## src/rtl/alarm_pkg.sv

```systemverilog
// rtl/alarm_pkg.sv - shared types and constants for the alarm sequencer
package alarm_pkg;

  localparam int TW            = 6;
  localparam int HOURS_PER_DAY = 24;
  localparam int MIN_PER_HOUR  = 60;

  typedef enum logic [1:0] {
    IDLE    = 2'd0,
    ARMED   = 2'd1,
    RINGING = 2'd2,
    SNOOZE  = 2'd3
  } state_t;

endpackage

```

## src/rtl/alarm_ctrl_if.sv

```systemverilog
// rtl/alarm_ctrl_if.sv - time inputs, user controls and status outputs of alarm_ctrl
interface alarm_ctrl_if;
  import alarm_pkg::*;

  logic          tick;
  logic [TW-1:0] hour;
  logic [TW-1:0] minute;
  logic [TW-1:0] second;
  logic          arm;
  logic          load;
  logic [TW-1:0] al_hour_in;
  logic [TW-1:0] al_min_in;
  logic          snooze;
  logic          stop;
  logic          ring;
  logic [1:0]    state;
  logic [1:0]    snooze_cnt;
  logic [TW-1:0] al_hour;
  logic [TW-1:0] al_min;
  logic          load_err;

  // driver side: time source and user controls
  modport master (
    output tick, hour, minute, second, arm, load, al_hour_in, al_min_in, snooze, stop,
    input  ring, state, snooze_cnt, al_hour, al_min, load_err
  );

  // alarm sequencer side
  modport slave (
    input  tick, hour, minute, second, arm, load, al_hour_in, al_min_in, snooze, stop,
    output ring, state, snooze_cnt, al_hour, al_min, load_err
  );

endinterface

```

## src/rtl/time_add_min.sv

```systemverilog
// rtl/time_add_min.sv - hour:minute plus a constant number of minutes, wrapping at midnight
module time_add_min
  import alarm_pkg::*;
#(
  parameter int ADD_MIN = 5
) (
  input  logic [TW-1:0] i_hour,
  input  logic [TW-1:0] i_min,
  output logic [TW-1:0] o_hour,
  output logic [TW-1:0] o_min
);

  logic [6:0] w_sum;

  // 7-bit minute sum cannot overflow for 59 + 59; carry into the hour on >= 60
  always_comb begin
    w_sum  = {1'b0, i_min} + 7'(ADD_MIN);
    o_min  = w_sum[TW-1:0];
    o_hour = i_hour;
    if (w_sum >= 7'(MIN_PER_HOUR)) begin
      o_min  = TW'(w_sum - 7'(MIN_PER_HOUR));
      o_hour = (i_hour == TW'(HOURS_PER_DAY - 1)) ? '0 : i_hour + TW'(1);
    end
  end

endmodule

```

## src/rtl/alarm_ctrl.sv

```systemverilog
// rtl/alarm_ctrl.sv - alarm sequencer (armed/ringing/snooze); ALARM_BEEP_EN makes ring beep at 1 Hz
module alarm_ctrl
  import alarm_pkg::*;
#(
  parameter int SNOOZE_MIN     = 5,
  parameter int RING_TIMEOUT_S = 60,
  parameter int MAX_SNOOZE     = 3
) (
  input logic         clk,
  input logic         rst,
  alarm_ctrl_if.slave bus
);

  state_t        r_state;
  logic          r_ring;
  logic [1:0]    r_snooze_cnt;
  logic [TW-1:0] r_al_h;
  logic [TW-1:0] r_al_m;
  logic [TW-1:0] r_tgt_h;
  logic [TW-1:0] r_tgt_m;
  logic [7:0]    r_timer;
  logic          r_load_err;

  state_t        w_nxt_state;
  logic          w_nxt_ring;
  logic [1:0]    w_nxt_cnt;
  logic [TW-1:0] w_nxt_tgt_h;
  logic [TW-1:0] w_nxt_tgt_m;
  logic [7:0]    w_nxt_timer;
  logic [TW-1:0] w_snz_h;
  logic [TW-1:0] w_snz_m;
  logic          w_load_ok;
  logic          w_match;
  logic          w_timeout;
  logic          w_snooze_ok;
  logic          w_end_event;

  time_add_min #(.ADD_MIN(SNOOZE_MIN)) u_snooze_add (
    .i_hour (bus.hour),
    .i_min  (bus.minute),
    .o_hour (w_snz_h),
    .o_min  (w_snz_m)
  );

  assign w_load_ok   = bus.load && (bus.al_hour_in < TW'(HOURS_PER_DAY))
                                && (bus.al_min_in  < TW'(MIN_PER_HOUR));
  // only sampled on tick so a given minute can fire once
  assign w_match     = bus.tick && (bus.hour == r_tgt_h) && (bus.minute == r_tgt_m)
                                && (bus.second == '0);
  assign w_timeout   = bus.tick && (r_timer == 8'(RING_TIMEOUT_S - 1));
  assign w_snooze_ok = bus.snooze && (r_snooze_cnt < 2'(MAX_SNOOZE));
  // stop (anywhere past ARMED) and ring timeout share the same return-to-ARMED effects
  assign w_end_event = (bus.stop && (r_state != ARMED)) || ((r_state == RINGING) && w_timeout);

  // next-state: arm=0 > stop > timeout > snooze > match
  always_comb begin
    w_nxt_state = r_state;
    w_nxt_ring  = r_ring;
    w_nxt_cnt   = r_snooze_cnt;
    w_nxt_timer = r_timer;
    w_nxt_tgt_h = r_tgt_h;
    w_nxt_tgt_m = r_tgt_m;
    if ((r_state == ARMED) && w_load_ok) begin
      w_nxt_tgt_h = bus.al_hour_in;
      w_nxt_tgt_m = bus.al_min_in;
    end
    if (r_state == IDLE) begin
      w_nxt_ring  = 1'b0;
      w_nxt_cnt   = '0;
      w_nxt_timer = '0;
      if (bus.arm) begin
        w_nxt_state = ARMED;
        w_nxt_tgt_h = r_al_h;
        w_nxt_tgt_m = r_al_m;
      end
    end else if (!bus.arm) begin
      w_nxt_state = IDLE;
      w_nxt_ring  = 1'b0;
      w_nxt_cnt   = '0;
      w_nxt_timer = '0;
    end else if (w_end_event) begin
      w_nxt_state = ARMED;
      w_nxt_ring  = 1'b0;
      w_nxt_cnt   = '0;
      w_nxt_timer = '0;
      w_nxt_tgt_h = r_al_h;
      w_nxt_tgt_m = r_al_m;
    end else begin
      case (r_state)
        ARMED, SNOOZE: begin
          if (w_match) begin
            w_nxt_state = RINGING;
            w_nxt_ring  = 1'b1;
            w_nxt_timer = '0;
          end
        end
        RINGING: begin
          if (w_snooze_ok) begin
            w_nxt_state = SNOOZE;
            w_nxt_ring  = 1'b0;
            w_nxt_cnt   = r_snooze_cnt + 2'd1;
            w_nxt_tgt_h = w_snz_h;
            w_nxt_tgt_m = w_snz_m;
          end else if (bus.tick) begin
            w_nxt_timer = r_timer + 8'd1;
`ifdef ALARM_BEEP_EN
            w_nxt_ring  = ~r_ring;
`else
            w_nxt_ring  = 1'b1;
`endif
          end
        end
        default: ;
      endcase
    end
  end

  // state and status registers
  always_ff @(posedge clk or posedge rst) begin
    if (rst) begin
      r_state      <= IDLE;
      r_ring       <= 1'b0;
      r_snooze_cnt <= '0;
      r_timer      <= '0;
      r_tgt_h      <= '0;
      r_tgt_m      <= '0;
    end else begin
      r_state      <= w_nxt_state;
      r_ring       <= w_nxt_ring;
      r_snooze_cnt <= w_nxt_cnt;
      r_timer      <= w_nxt_timer;
      r_tgt_h      <= w_nxt_tgt_h;
      r_tgt_m      <= w_nxt_tgt_m;
    end
  end

  // alarm setpoint storage and load rejection pulse, independent of state
  always_ff @(posedge clk or posedge rst) begin
    if (rst) begin
      r_al_h     <= '0;
      r_al_m     <= '0;
      r_load_err <= 1'b0;
    end else begin
      if (w_load_ok) begin
        r_al_h <= bus.al_hour_in;
        r_al_m <= bus.al_min_in;
      end
      r_load_err <= bus.load && !w_load_ok;
    end
  end

  assign bus.ring       = r_ring;
  assign bus.state      = r_state;
  assign bus.snooze_cnt = r_snooze_cnt;
  assign bus.al_hour    = r_al_h;
  assign bus.al_min     = r_al_m;
  assign bus.load_err   = r_load_err;

endmodule

```

## src/flat_wrapper.sv

```systemverilog
// flat-port wrapper written by rule: the top's interface ports become plain ports
module alarm_ctrl_flat import alarm_pkg::*;
#(
  parameter int SNOOZE_MIN     = 5,
  parameter int RING_TIMEOUT_S = 60,
  parameter int MAX_SNOOZE     = 3
)
  (clk, rst, bus_tick, bus_hour, bus_minute, bus_second, bus_arm, bus_load, bus_al_hour_in, bus_al_min_in, bus_snooze, bus_stop, bus_ring, bus_state, bus_snooze_cnt, bus_al_hour, bus_al_min, bus_load_err);
  alarm_ctrl_if bus_i ();
  input logic clk;
  input logic rst;
  input wire logic [$bits(bus_i.tick)-1:0] bus_tick;
  input wire logic [$bits(bus_i.hour)-1:0] bus_hour;
  input wire logic [$bits(bus_i.minute)-1:0] bus_minute;
  input wire logic [$bits(bus_i.second)-1:0] bus_second;
  input wire logic [$bits(bus_i.arm)-1:0] bus_arm;
  input wire logic [$bits(bus_i.load)-1:0] bus_load;
  input wire logic [$bits(bus_i.al_hour_in)-1:0] bus_al_hour_in;
  input wire logic [$bits(bus_i.al_min_in)-1:0] bus_al_min_in;
  input wire logic [$bits(bus_i.snooze)-1:0] bus_snooze;
  input wire logic [$bits(bus_i.stop)-1:0] bus_stop;
  output wire logic [$bits(bus_i.ring)-1:0] bus_ring;
  output wire logic [$bits(bus_i.state)-1:0] bus_state;
  output wire logic [$bits(bus_i.snooze_cnt)-1:0] bus_snooze_cnt;
  output wire logic [$bits(bus_i.al_hour)-1:0] bus_al_hour;
  output wire logic [$bits(bus_i.al_min)-1:0] bus_al_min;
  output wire logic [$bits(bus_i.load_err)-1:0] bus_load_err;
  assign bus_i.tick = bus_tick;
  assign bus_i.hour = bus_hour;
  assign bus_i.minute = bus_minute;
  assign bus_i.second = bus_second;
  assign bus_i.arm = bus_arm;
  assign bus_i.load = bus_load;
  assign bus_i.al_hour_in = bus_al_hour_in;
  assign bus_i.al_min_in = bus_al_min_in;
  assign bus_i.snooze = bus_snooze;
  assign bus_i.stop = bus_stop;
  assign bus_ring = bus_i.ring;
  assign bus_state = bus_i.state;
  assign bus_snooze_cnt = bus_i.snooze_cnt;
  assign bus_al_hour = bus_i.al_hour;
  assign bus_al_min = bus_i.al_min;
  assign bus_load_err = bus_i.load_err;
  alarm_ctrl #(.SNOOZE_MIN(SNOOZE_MIN), .RING_TIMEOUT_S(RING_TIMEOUT_S), .MAX_SNOOZE(MAX_SNOOZE)) u_core (.clk(clk), .rst(rst), .bus(bus_i));
endmodule
```

## config.mk

```make
export PLATFORM = sky130hd
export DESIGN_NAME = alarm_ctrl_flat
export DESIGN_NICKNAME = d
export VERILOG_FILES = /design/src/rtl/alarm_pkg.sv /design/src/rtl/alarm_ctrl_if.sv /design/src/rtl/time_add_min.sv /design/src/rtl/alarm_ctrl.sv /design/src/flat_wrapper.sv
export SDC_FILE = /design/constraint.sdc
export NUM_CORES = 1
export LEC_CHECK = 0
export ABC_AREA = 1
export CAP_MARGIN = 20
export CORE_MARGIN = 8
export CORE_UTILIZATION = 55
export DETAILED_ROUTE_END_ITERATION = 16
export GPL_TIMING_DRIVEN = 0
export HOLD_SLACK_MARGIN = 0.06
export PLACE_DENSITY = 0.84
export SLEW_MARGIN = 20
export SYNTH_ARGS = -nofsm -noshare
export SYNTH_HDL_FRONTEND = slang
export SYNTH_SLANG_ARGS = --single-unit
```

## constraint.sdc

```tcl
create_clock -name clk -period 3.02 [get_ports clk]
set_input_delay 0.453 -clock clk [delete_from_list [all_inputs] [get_ports clk]]
set_output_delay 0.453 -clock clk [all_outputs]
set_load 0.005 [all_outputs]
```

==> flow_summary.json, run 1 <==
{
  "place_hpwl_um": 6020,
  "routed_wl_um": 7670,
  "yosys_warnings": 0,
  "drv_cap": 0,
  "setup_tns_ns": 0,
  "gp_congestion": 0.853,
  "status": "finished, final reports clean",
  "n_fill_cell": 443,
  "dp_cells": 541,
  "setup_violations": 0,
  "via_per_inst": 5.28,
  "netlist_area_mm2": 0.00284,
  "ir_drop_uv": 383,
  "io_pins": 55,
  "syn_avg_cell_area_um2": 6.81,
  "seq_area_um2": 951,
  "final_nets": 520,
  "grt_pass1_wl_um": 12800,
  "grt_overflow_total": 0,
  "grt_pass1_vias": 2775,
  "fin_skew_ns": 0.00634,
  "vias": 2899,
  "ys.flop_type": "dfrtp_1",
  "async_flop_share_pct": 100,
  "end_kind": "register",
  "p_per_area_mw_per_mm2": 454,
  "ant_nets": 0,
  "yosysTopAreaCell": "dfrtp_1",
  "drive_gt1_share_pct": 10.2,
  "cts.clk_slew.worst_paths_ns": 0.08,
  "cts_setup_buffers": 0,
  "r2r-start": "u_core.r_timer[0]$_DFFE_PP0P_",
  "cts_tree": "done",
  "ys_top_cells_by_area": "dfrtp_1 34%, nand2_1 18%, inv_1 7.0%, nand3_1 6.9%, nor2_1 5.0%",
  "grt_setup_unrepaired": "false",
  "track_usage_pct": 20.6,
  "drc_errors": 0,
  "ctsHoldBuffers": 0,
  "finalNonFillerCells": 549,
  "dpl_cell_area_mm2": 0.00348,
  "clock_latency_ns": 0.29,
  "worstPathArrival_ns": 2.62,
  "drtPass1Iterations": 5,
  "fp.dieH_um": 87.8,
  "syn2layout_area_growth_pct": 25.8,
  "p_leak_nw": 1.78,
  "clk_root_buffer_cell": "clkbuf_8",
  "hold_violations": 0,
  "final_util_pct": 70.8,
  "fin_hold_ws_ns": 0.432,
  "timing.rr.end": "u_core.r_timer[5]$_DFFE_PP0P_",
  "dp_slack_ns": 0.321,
  "portBuffers": 53,
  "critPathMaxFanout": 10,
  "chipWidth_um": 87.8,
  "ctsResizeCount": 0,
  "start_kind": "primary input",
  "worst-r2r-cell-count": 10,
  "synthCells": 417,
  "path_class": "in2reg",
  "ys_types": 38,
  "synth_fp_nets": 459,
  "grt_antenna_before_repair": 0,
  "ys_top_cells_by_count": "133 x nand2_1, 53 x inv_1, 39 x nand3_1, 38 x dfrtp_1, 38 x nor2_1",
  "reg2reg_slack_ns": 1.11,
  "synth_top_area_share_pct": 33.5,
  "antenna_cells": 0,
  "p_total_mw": 1.62,
  "synth_seq_cells": 38,
  "fin_area_mm2": 0.00357,
  "rows": 26,
  "multi_input_area_mm2": 0.00160,
  "fmax_mhz": 409,
  "worst_pin_slew_ns": 0.483,
  "synth-edff-count": 0,
  "cts.sinks": 38,
  "setup_ws_ns": 0.578,
  "die_area_mm2": 0.00771,
  "cts.path.max_buffers": 2,
  "cts_made_buffers": 5,
  "drt_iter0_drc": 182,
  "yosysMostFrequentCell": "nand2_1",
  "min_path_type": "in2async",
  "yosysSeqAreaShare_pct": 33.5,
  "post_drt_wl_per_cell_um": 14.0,
  "grt_max_degree": 28,
  "htree_levels": 2,
  "worstPathRequired_ns": 3.20,
  "fin_crit_ns": 2.44,
  "max_slew_margin_pct": 67.8,
  "core_mm2": 0.00504,
  "finalMaxSlewViolations": 0,
  "finalCritPeriodShare_pct": 80.9,
  "initial_utilization_pct": 56.3
}
-- state kept, by name, indices dropped and copies added (netlist names) --
| name | flops |
|---|---|
| u_core.bus.snooze_cnt | 2 |
| u_core.bus.al_hour | 6 |
| u_core.bus.al_min | 6 |
| u_core.bus.ring | 1 |
| u_core.r_timer | 8 |
| u_core.r_tgt_m | 6 |
| u_core.bus.load_err | 1 |
| u_core.r_tgt_h | 6 |
| u_core.bus.state | 2 |
-- cell families after synthesis --
logic type / after synthesis / synth area share, %
mux: 3 / 1.19
compound gates: 42 / 9.48
simple gates: 251 / 40.6
fa+ha+maj: 5 / 2.20
flops: 38 / 33.5
buf+inv: 69 / 10.2
xor+xnor: 9 / 2.78
-- worst max path at each step --
| stage | startpoint | to | slack, ns |
|---|---|---|---|
| 3_3_place_gp | bus_minute[0] | u_core.r_tgt_h[5]$_DFF_PP0_ | 0.38 |
| 6_report | bus_minute[0] | u_core.r_tgt_m[4]$_DFF_PP0_ | 0.58 |
| 3_5_place_dp | bus_minute[0] | u_core.r_tgt_h[5]$_DFF_PP0_ | 0.32 |
| 2_1_floorplan | bus_minute[0] | u_core.r_tgt_h[3]$_DFF_PP0_ | 1.13 |
| 4_1_cts | bus_minute[0] | u_core.r_tgt_h[3]$_DFF_PP0_ | 0.62 |
| 5_1_grt | bus_minute[0] | u_core.r_tgt_h[3]$_DFF_PP0_ | 0.38 |
-- critical path: stages --
cell	delay (ns)
clkdlybuf4s50_1	0.58
ha_1	0.26
inv_1	0.05
nand2_1	0.10
nand2_1	0.12
ha_1	0.23
nand2_1	0.07
nor2_1	0.05
nand2_2	0.14
nand3_2	0.13
buf_6	0.16
nand2_1	0.05
nand3_1	0.10
nand2_1	0.08
nand2_1	0.05
-- layer usage --
metal | wire [um] | part of all wire, % | GRT usage (%) | vias up
li1 | - | - | - | 1461
met1 | 3550 | 46 | 27.4 | 1323
met2 | 3420 | 45 | 32.0 | 107
met3 | 609 | 7.9 | 5.07 | 8
met4 | 84 | 1.1 | 6.09 | 0
met5 | 0 | 0 | 0 | -
-- cell type report --
| class | count | share of cell area, % |
|---|---|---|
| plain buffers | 9 | 1.82 |
| clock buffers | 6 | 2.31 |
| repair buffers | 54 | 15.4 |
| multi-input cells | 310 | 44.7 |
| well taps | 70 | 2.45 |
| flip-flops and latches | 38 | 26.6 |
| inverters | 60 | 6.31 |
| clock inverters | 2 | 0.350 |
-- report_power, final --
group	switching [mW]	leakage (nW)	total, mW	internal [mW]
Clock	0.181	0.0472	0.364	0.183
Combinational	0.318	1.26	0.586	0.268
Sequential	0.0787	0.476	0.673	0.594
-- cells in the final DEF (no fill, tap or decap), types with 2 or more instances in the layout --
cell and count:
nand2_2 3, nor3_1 10, nand2_1 133, mux2_2 3, nand3_2 3, ha_1 5, o21ai_0 16, nor2_4 4
xnor2_1 6, inv_2 8, inv_1 52, dfrtp_1 38, nand4_1 13, xor2_1 3, clkdlybuf4s50_1 53, buf_6 3
a21oi_1 11, nand2_4 3, o21ai_1 2, buf_2 4, nand3_1 39, nor2_1 38, clkbuf_8 6, o22ai_1 4
No activity file was read; power rests on OpenSTA's default activity.
==> run 2, diff against run 1 <==
Settings changed: CORE_UTILIZATION 55 to 47, PLACE_DENSITY 0.84 to 0.76.
Clock period 3.02 ns to 2 ns, I/O delays scaled along.
==> flow_summary.json, run 2 (synthesized netlist as in run 1, its figures left out) <==
{
  "rows": 28,
  "cts.sinks": 38,
  "finalCritPeriodShare_pct": 93.1,
  "regMostFlops": "u_core.r_timer",
  "fin_skew_ns": 0.00792,
  "final_cell_mix": "133 x nand2_1, 52 x inv_1, 50 x clkdlybuf4s50_1",
  "largest_register_ffs": 8,
  "max_slew_margin_pct": 64.8,
  "grt_pass1_vias": 2725,
  "portBuffers": 53,
  "io_pins": 55,
  "setup_violations": 0,
  "pwr-share-clk_pct": 22.7,
  "grt_max_degree": 25,
  "drive_gt1_share_pct": 11.0,
  "ant_nets": 0,
  "vias": 2871,
  "internal-power_mw": 1.58,
  "ir_drop_uv": 412,
  "antenna_cells": 0,
  "track_usage_pct": 18.7,
  "htree_levels": 2,
  "met1_length_um": 3670,
  "p_sw_share_pct": 35.5,
  "status": "finished, final reports clean",
  "initial_utilization_pct": 48.2,
  "clock_latency_ns": 0.29,
  "grt_antenna_before_repair": 0,
  "routed_wl_um": 7860,
  "drtPass1Iterations": 4,
  "r2r-start": "u_core.bus.snooze_cnt[0]$_DFFE_PP0P_",
  "clk_root_buffer_cell": "clkbuf_8",
  "drt_iter0_drc": 191,
  "met3_length_um": 542,
  "cts_made_buffers": 5,
  "grt_overflow_total": 0,
  "p_total_mw": 2.45,
  "crit_slowest_cell": "dfrtp_1",
  "power_switching_mw": 0.871,
  "critPathMaxFanout": 10,
  "pwr-share-comb_pct": 35.9,
  "cp_top_family": "simple AND/OR/NAND/NOR gates",
  "fp.dieH_um": 93.7,
  "setup_tns_ns": 0,
  "via_per_inst": 5.16,
  "chipWidth_um": 93.7,
  "grt_setup_unrepaired": "false",
  "place_hpwl_um": 6170,
  "grt_pass1_wl_um": 13300,
  "cp_slowest_stage_delay_ns": 0.42,
  "worst_pin_slew_ns": 0.528,
  "fin_hold_ws_ns": 0.296,
  "n_fill_cell": 543,
  "cts_tree": "done",
  "startpoint": "u_core.bus.snooze_cnt[0]$_DFFE_PP0P_",
  "end_kind": "register",
  "finalNonFillerCells": 556,
  "cts.clk_slew.worst_paths_ns": 0.08,
  "syn2layout_area_growth_pct": 27.2,
  "start_kind": "register",
  "path_class": "reg2reg",
  "post_drt_wl_per_cell_um": 14.1,
  "drv_cap": 0,
  "final_nets": 522,
  "worstPathRequired_ns": 2.19,
  "worstPathArrival_ns": 2.05,
  "p_per_area_mw_per_mm2": 680,
  "crit_buf_inv": 2,
  "worst_path_most_repeated_cell": "nand2_1",
  "final_common_cell": "nand2_1",
  "top_layer": "met4",
  "seqPwrFrac_pct": 41.4,
  "fmax_mhz": 537,
  "hold_violations": 0,
  "cts.path.max_buffers": 2,
  "wl_met2_um": 3610,
  "gp_congestion": 0.871,
  "core_mm2": 0.00589,
  "die_area_mm2": 0.00878,
  "fin_crit_ns": 1.86,
  "min_path_type": "in2async",
  "drc_errors": 0,
  "finalMaxSlewViolations": 0,
  "p_leak_nw": 1.80,
  "cp_cell_sequence": "ha_1 -> nor2_1 -> inv_1 -> nor2_4 -> buf_4 -> nand3_1 -> nand2_1 -> nand2_1",
  "dp_cells": 546
}
[run 2: path summary, 6_finish.rpt]
path / endpoint / slack [ns] / depth (start not counted)
max: u_core.r_tgt_m[4]$_DFF_PP0_ / 0.14 / 8
min: u_core.bus.al_hour[5]$_DFFE_PP0P_ / 0.30 / 2
max reg2reg: u_core.r_tgt_m[4]$_DFF_PP0_ / 0.14 / 8
min reg2reg: u_core.bus.ring$_DFFE_PP0P_ / 0.48 / 2
max in group asynchronous: u_core.r_timer[1]$_DFFE_PP0P_ / 1.27 / 3
min in group clk: u_core.r_tgt_m[0]$_DFF_PP0_ / 0.31 / 2
[run 2: per-layer routing]
metal | global-route usage (%) | up-vias
li1 | - | 1471
met1 | 25.1 | 1308
met2 | 28.8 | 90
met3 | 4.56 | 2
met4 | 5.81 | 0
met5 | 0 | -
[run 2: final cells by class]
class | count | area (um^2) | share of cell area (%)
multi-input cells | 310 | 1610 | 44.7
flip-flops and latches | 38 | 951 | 26.4
repair buffers | 56 | 571 | 15.8
inverters | 60 | 225 | 6.24
well taps | 75 | 93.8 | 2.60
clock buffers | 7 | 86.3 | 2.39
plain buffers | 9 | 65.1 | 1.80
clock inverters | 1 | 5.00 | 0.139
[run 2: worst reg2reg max path: stages, from the launching register on]
cell and delay, ns:
dfrtp_1 0.42, ha_1 0.21, nor2_1 0.30, inv_1 0.13
nor2_4 0.19, buf_4 0.22, nand3_1 0.14, nand2_1 0.09
nand2_1 0.05
[run 2: timing repair]
action | 4_1_cts | 5_1_grt
setup endpoints to repair | 9 | 13
setup buffers | 2 | 0
gates resized for setup | 3 | 6
hold buffers | 0 | 0
[run 2: power groups by stage]
| stage | clock network, mW | registers [mW] | logic (mW) |
|---|---|---|---|
| after floorplan | 0 | 1.00 | 0.553 |
| after global placement | 0 | 1.03 | 0.850 |
| after detailed placement | 0 | 1.03 | 0.875 |
| after CTS | 0.573 | 1.01 | 0.883 |
| after global routing | 0.612 | 1.03 | 0.990 |
| final | 0.556 | 1.02 | 0.882 |
[run 2: per-stage QoR]
stage | setup slack [ns] | cell area [um^2] | utilization, %
final | 0.138 | 3610 | 61.3
after floorplan | 0.260 | 2840 | -
after detailed placement | -0.571 | 3490 | 59.3
after CTS | 0.0554 | 3600 | 61.1
after global placement | -0.530 | 3460 | 58.8
after global routing | 0.0126 | 3610 | 61.3
